`config.mk`:
```
export PLATFORM = sky130hd
export DESIGN_NAME = pc_unit
export DESIGN_NICKNAME = d
export VERILOG_FILES = /design/src/rtl/pc_unit.sv
export SDC_FILE = /design/constraint.sdc
export NUM_CORES = 1
export LEC_CHECK = 0
export ABC_AREA = 1
export ABC_CLOCK_PERIOD_IN_PS = 3480
export CORE_MARGIN = 2
export CORE_UTILIZATION = 53
export DETAILED_ROUTE_END_ITERATION = 10
export GPL_ROUTABILITY_DRIVEN = 1
export PLACE_DENSITY = 0.81
export SKIP_CTS_REPAIR_TIMING = 1
export SLEW_MARGIN = 20
export SYNTH_ARGS = -nofsm -noshare
export SYNTH_HDL_FRONTEND = slang
export SYNTH_SLANG_ARGS = --single-unit
```
`constraint.sdc`:
```
create_clock -name clk -period 3.48 [get_ports clk]
set_input_delay 0.696 -clock clk [delete_from_list [all_inputs] [get_ports clk]]
set_output_delay 0.696 -clock clk [all_outputs]
set_load 0.01 [all_outputs]
```
`src/rtl/pc_unit.sv`:
```
// Program counter with trap/redirect/RAS/call/sequential next-PC selection and RUN/HALT control.
// One-cycle latency from request to outPC; ready stalls only the call/return/sequential sources.
module pc_unit #(
  parameter int              XLEN         = 32,
  parameter logic [XLEN-1:0] RESET_VECTOR = '0,
  parameter int              INCR         = 1,
  parameter int              RAS_DEPTH    = 4
) (
  input  logic            clk,
  input  logic            rst_n,
  input  logic            ready,
  input  logic            trapValid,
  input  logic [XLEN-1:0] trapTarget,
  input  logic            redirectValid,
  input  logic [XLEN-1:0] redirectTarget,
  input  logic            callValid,
  input  logic [XLEN-1:0] callTarget,
  input  logic            retValid,
  input  logic            halt,
  input  logic            resume,
  output logic [XLEN-1:0] outPC,
  output logic [XLEN-1:0] outPCPlusInc,
  output logic            outRasValid,
  output logic            outRasOverflow,
  output logic            outRasUnderflow,
  output logic            outHalted
);

  localparam int PW = $clog2(RAS_DEPTH);
  localparam int CW = PW + 1;

  typedef enum logic {S_RUN, S_HALT} state_t;

  state_t          r_state;
  logic [XLEN-1:0] r_pc;
  logic [XLEN-1:0] r_ras [RAS_DEPTH];
  logic [PW-1:0]   r_ptr;
  logic [CW-1:0]   r_cnt;
  logic            r_ovf;
  logic            r_unf;

  logic [XLEN-1:0] w_pc_inc;
  logic [XLEN-1:0] w_ras_top;
  logic [XLEN-1:0] w_next_pc;
  logic [PW-1:0]   w_top_idx;
  logic            w_run;
  logic            w_fetch;
  logic            w_ras_empty;
  logic            w_ras_full;
  logic            w_ret_hit;
  logic            w_pop;
  logic            w_swap;
  logic            w_push;
  logic            w_underflow;

  assign w_pc_inc    = r_pc + XLEN'(INCR);
  assign w_top_idx   = r_ptr - PW'(1);
  assign w_ras_top   = r_ras[w_top_idx];
  assign w_run       = (r_state == S_RUN);
  // Lower-priority sources only act when nothing above them claimed the cycle.
  assign w_fetch     = w_run & ~trapValid & ~redirectValid & ~halt & ready;
  assign w_ras_empty = (r_cnt == '0);
  assign w_ras_full  = (r_cnt == CW'(RAS_DEPTH));
  assign w_ret_hit   = w_fetch & retValid & ~w_ras_empty;
  assign w_pop       = w_ret_hit & ~callValid;
  assign w_swap      = w_ret_hit & callValid;
  assign w_push      = w_fetch & callValid & ~w_ret_hit;
  assign w_underflow = w_fetch & retValid & w_ras_empty;

  always_comb begin
    w_next_pc = r_pc;
    if (trapValid)
      w_next_pc = trapTarget;
    else if (w_run && redirectValid)
      w_next_pc = redirectTarget;
    else if (w_ret_hit)
      w_next_pc = w_ras_top;
    else if (w_push)
      w_next_pc = callTarget;
    else if (w_fetch)
      w_next_pc = w_pc_inc;
  end

  // Entry storage needs no reset: count gates every read that matters.
  always_ff @(posedge clk) begin
    if (w_push)
      r_ras[r_ptr] <= w_pc_inc;
    else if (w_swap)
      r_ras[w_top_idx] <= w_pc_inc;
  end

  always_ff @(posedge clk or negedge rst_n) begin
    if (!rst_n) begin
      r_state <= S_RUN;
      r_pc    <= RESET_VECTOR;
      r_ptr   <= '0;
      r_cnt   <= '0;
      r_ovf   <= 1'b0;
      r_unf   <= 1'b0;
    end else begin
      r_pc  <= w_next_pc;
      r_unf <= w_underflow;

      if (trapValid)
        r_cnt <= '0;
      else if (w_push && !w_ras_full)
        r_cnt <= r_cnt + CW'(1);
      else if (w_pop)
        r_cnt <= r_cnt - CW'(1);

      if (w_push)
        r_ptr <= r_ptr + PW'(1);
      else if (w_pop)
        r_ptr <= w_top_idx;

      if (w_push && w_ras_full)
        r_ovf <= 1'b1;

      case (r_state)
        S_RUN:  if (!trapValid && !redirectValid && halt) r_state <= S_HALT;
        S_HALT: if (trapValid || resume) r_state <= S_RUN;
        default: r_state <= S_RUN;
      endcase
    end
  end

  assign outPC           = r_pc;
  assign outPCPlusInc    = w_pc_inc;
  assign outRasValid     = ~w_ras_empty;
  assign outRasOverflow  = r_ovf;
  assign outRasUnderflow = r_unf;
  assign outHalted       = (r_state == S_HALT);

endmodule

```
**Word-level counts from Yosys, hierarchy flattened**

Memories as Yosys holds them, arrays and structs flattened.
Cells that the tools add are included.

- Add/sub/neg operators: 5
- Multiplexer cells: 21
- Reductions and logical operators: 14
- Equality and inequality tests: 1
- Bitwise gates (word level): 18

Operators with widths:

| kind | number |
|---|---|
| $mux 32 | 6 |
| $add 32x1->32 const B | 1 |
| $reduce_or 32->1 | 1 |
| $and 1x1->1 | 11 |
| $mux 3 | 3 |
| $mux 1 | 8 |
| $not 1->1 | 7 |
| $mux 2 | 3 |
| $logic_and 1x1->1 | 5 |
| $reduce_bool 5->1 | 1 |
| $add 3x1->3 const B | 1 |
| $eq 3x3->1 const B | 1 |
| $logic_not 1->1 | 3 |
| $logic_not 3->1 | 1 |
| $reduce_bool 3->1 | 1 |
| $sub 3x1->3 const B | 1 |
| $add 2x1->2 const B | 1 |
| $pmux 1 s2 | 1 |
| $reduce_bool 2->1 | 1 |
| $sub 2x1->2 const B | 1 |
| $logic_or 1x1->1 | 1 |

- Memories: 1
- Logic and storage cells: 66
- Bits in writable memories: 128
- Register bits: 40
- Input bits: 105

Memories:

| name | depth | bits a word | read ports | clocked after Yosys merged registers in | write ports | line | source |
|---|---|---|---|---|---|---|---|
| r_ras | 4 | 32 | 1 | 0 | 1 | 36 | `logic [XLEN-1:0] r_ras [RAS_DEPTH];` |

**Depth between registers and ports, before layout**

- Depth in word-level cells: 13
- Mapped depth: 13
- Mapped depth without buffers: 13

**Least setup slack after synthesis**

No wires, ideal clock.

- Path type: in2reg
- From: in trapValid
- To: mem r_ras[1][0], enable pin
- Cell stages on the path: 9
- Library setup time: 421 ps
- Slack: -22 ps
- Arrival time: 3,081 ps
- Required time: 3,059 ps
- Cells stage by stage: nor2_2 nand2_1 nor2_4 nand3_4 inv_2 nand2_1 xor2_1 or2_0 nor2_1

- Cells in the longest elaborated chain, start to end: 13
- Elaborated cells on any way between the ends: 19
- Classes of those cells: mux: 7; bitwise: 11; reduce/logical: 1

Ends and longest elaborated chain:

| item | line | source |
|---|---|---|
| start: declaration | 12 | `input logic trapValid,` |
| $not 1->1 * | 61 | `assign w_fetch = w_run & ~trapValid & ~redirectValid & ~halt & ready;` |
| $and 1x1->1 * (4 in series) | 61 |  |
| $and 1x1->1 (2 in series) | 64 | `assign w_ret_hit = w_fetch & retValid & ~w_ras_empty;` |
| $and 1x1->1 / $not 1->1 (equally long branches) | 66, 67 |  |
| $mux 1 / $and 1x1->1 (equally long branches) | 88, 67 |  |
| $mux 1 | 86 | `if (w_push)` |
| $mux 1 (implied by the code) | 89 | `r_ras[w_top_idx] <= w_pc_inc;` |
| $reduce_or 32->1 (no source line) | -- |  |
| $mux 2 (no source line) / $mux 1 (equally long branches) | -- |  |
| end: declaration | 36 |  |

Mark *: on every way between the ends. The rest lies on a longest branch, timed or not.

**Worst setup path after layout**

- From: reg r_pc[15] (netlist: outPC[15])
- To: out outPCPlusInc[31]

- Cells in the longest elaborated chain, start to end: 1

Ends and longest elaborated chain:

| item | line | source |
|---|---|---|
| start: declaration | 35 | `logic [XLEN-1:0] r_pc;` |
| start signal: assignment | 101 | `r_pc <= w_next_pc;` |
| $add 32x1->32 | 56 | `assign w_pc_inc = r_pc + XLEN'(INCR);` |
| end: declaration | 22 | `output logic [XLEN-1:0] outPCPlusInc,` |

Every way passes these cells.

==> metrics.yaml <==
synthMostInstantiatedCell: "nand2_1"
max-clock-path-buffers: 2
synth_warnings: 0
hold_violations: 0
yosys.area.top_type: "edfxtp_1"
setup_ws_ps: 28.32
slowest_delay_ps: 580
dp.cells: 1494
finalCritPeriodShare_pct: 99.19
io_pins: 173
maxCapViolations: 0
dr_wl_met3_um: 2750
ir_drop_v: 0.0004644
io_buffers: 172
htree_levels: 4
critPathCaptureType: "primary output"
via_count: 8423
cpMaxStageDelayCell: "clkdlybuf4s50_1"
final_cells: 1528
fin_skew_ps: 11.80
crit_path_max_fanout: 5
drt_first_pass_iters: 6
gp_congestion: 0.9323
grt.total_usage_pct: 32.00
diodes: 0
layout-drive-gt1-share_pct: 8.028
r2r-end: "r_ras[1][6]$_DFFE_PP_"
cts_tree: "done"
antenna_found_initial: 0
core_area_um2: 16470
async_flop_share_pct: 23.81
startpoint: "outPC[15]$_DFFE_PN0P_"
final-max-slew-violation-count: 0
worst_pin_slew_ps: 957.9
design.die.area_um2: 17790
fin_setup_tns_ps: 0
seq_area_frac_synth_pct: 54.60
drt_iter0_markers: 1040
cts_made_buffers: 17
cts.sinks: 168
hold_class: "primary input to async pin"
grt-ovfl-total: 0
cpLargestDelayFamily: "simple AND/OR/NAND/NOR gates"
synthDistinctLibCells: 38
grt_pass1_vias: 8074
synth_area_um2: 8872
wl_met2_um: 13680
wirelength_met1_um: 11240
startpoint_type: "register"
die_h_um: 133.4
path_class: "register to primary output"
ys_ff_latch: 168
ff2ff_setup_slack_ps: 630
cp_num_cells: 7
crit_path_end: "outPCPlusInc[31]"
fin_crit_ps: 3452
grt_pass1_wl_um: 43420
num_rows: 47
area_growth_pct: 31.41
insertion_delay_ps: 440
initial_core_util_pct: 53.88
worst-path-buf-inv: 1
synth_top_flop_cell: "edfxtp_1"
setup_violations: 0
power_leakage_nw: 5.062
p_total_mw: 6.468
die_w_um: 133.4
path_clk_slew_ps: 60
place_ws_ps: 351.8
yosys-top-cells-count: "nand2_1, nor2_1, edfxtp_1, nand3_1, inv_1"
outcome: "completed"
avgRoutedWirePerCell_um: 18.51
grt_max_degree: 63
crit_path_cell_trace: "nand2_1 > nor2_1 > nand2_1 > nor2_1 > nand3b_1 > nand2_1 > clkdlybuf4s50_1"
synth_area_leaders: "edfxtp_1, nand2_1, dfrtp_1, nor2_1, nand3_1"
post-route-drc-count: 0
nNetsFinal: 1402
arrival_ps: 2760
crit_top_cell: "nand2_1"
synth-edff-count: 128
relSlewSlack_pct: 36.14
syn_nets: 1222
syn_inst: 1115
crit_required_ps: 2780
cts-root-buf: "clkbuf_16"
avgViaCountPerCell: 5.512
wl_um: 28290
final_util_pct: 70.81
r2r-start: "r_ptr[0]$_DFFE_PN0P_"
ant_nets: 0
power_density_nw_per_um2: 554.8
synth_top_area_share_pct: 43.32
reg2reg_depth: 8
highest_layer: "met4"
clock.fmax_mhz: 289.7
hpwl_um: 19080
syn_area_per_cell_um2: 7.957
fillers: 1245
==> cells in the final DEF, fill, tap and decap left out, drive strengths merged <==
master | synthesis | final
clkinvlp | 0 | 1
a31o | 1 | 1
inv | 70 | 70
and2 | 1 | 1
xnor2 | 5 | 5
o21ai | 31 | 31
o32ai | 1 | 1
edfxtp | 128 | 128
nand3 | 77 | 77
fa | 1 | 1
clkbuf | 21 | 21
o22ai | 2 | 2
nor2 | 162 | 162
clkinv | 1 | 8
a21oi | 4 | 4
or2 | 16 | 16
xor2 | 9 | 9
buf | 18 | 29
o2111ai | 1 | 1
o211ai | 4 | 4
nor3 | 5 | 5
ha | 1 | 1
a22oi | 3 | 3
bufinv | 0 | 3
nand2 | 497 | 497
o21bai | 4 | 4
dfrtp | 40 | 40
nand3b | 10 | 10
nand4 | 2 | 2
clkdlybuf4s50 | 0 | 171
==> worst min path at each step <==
| stage | startpoint | endpoint | slack, ps | depth (start not counted) |
|---|---|---|---|---|
| CTS | rst_n | outPC[29]$_DFFE_PN0P_ | 420 | 1 |
| detailed placement | outRasOverflow$_DFFE_PN0P_ | outRasOverflow$_DFFE_PN0P_ | 490 | 1 |
| floorplan | rst_n | outHalted$_DFF_PN0_ | 400 | 0 |
| global route | rst_n | outPC[29]$_DFFE_PN0P_ | 460 | 1 |
| global placement | outRasOverflow$_DFFE_PN0P_ | outRasOverflow$_DFFE_PN0P_ | 490 | 1 |
| finish | rst_n | outPC[29]$_DFFE_PN0P_ | 410 | 1 |
==> state kept, by name, summed over array words and instances (netlist names) <==
register         flops
outRasOverflow       1
r_cnt                3
outPC               32
outHalted            1
r_ras              128
r_ptr                2
outRasUnderflow      1
==> per-layer routing <==
metal | vias up | GRT usage [%]
li1 | 3920 | -
met2 | 513 | 53.15
met1 | 3930 | 42.95
met3 | 60 | 5.670
met5 | - | 0
met4 | 0 | 10.58
==> area by class of cell <==
| cell class | instances | area [um^2] | share of cell area [%] |
|---|---|---|---|
| Tap cell | 220 | 275.3 | 2.361 |
| Sequential cell | 168 | 4845 | 41.55 |
| Clock inverter | 11 | 143.9 | 1.234 |
| Multi-Input combinational cell | 837 | 3667 | 31.46 |
| Timing Repair Buffer | 200 | 1977 | 16.96 |
| Inverter | 71 | 269.0 | 2.307 |
| Clock buffer | 21 | 481.7 | 4.132 |
==> power by group <==
group / leakage, nW / switching (mW) / internal, mW
Combinational: 3.12 / 1.24 / 0.750
Clock: 0.308 / 0.785 / 1.21
Sequential: 1.63 / 0.176 / 2.31
==> cells by family (layout without fill, tap and decap cells) <==
logic type | after synthesis | count (layout) | share of synthesized area (%)
buf+inv | 110 | 303 | 4.964
xor+xnor | 14 | 14 | 1.382
fa+ha+maj | 2 | 2 | 0.3666
compound gates | 51 | 51 | 3.342
simple gates | 770 | 770 | 35.34
flops | 168 | 168 | 54.60
==> metrics by stage <==
stage	instance area (um^2)	hold slack [ps]
final	11660	405.6
after detailed placement	10950	490.9
after floorplan	8872	400.4
after CTS	11570	417.9
after global placement	10950	490.8
after global routing	11660	455.9
Power figures use the tool's default switching activity.
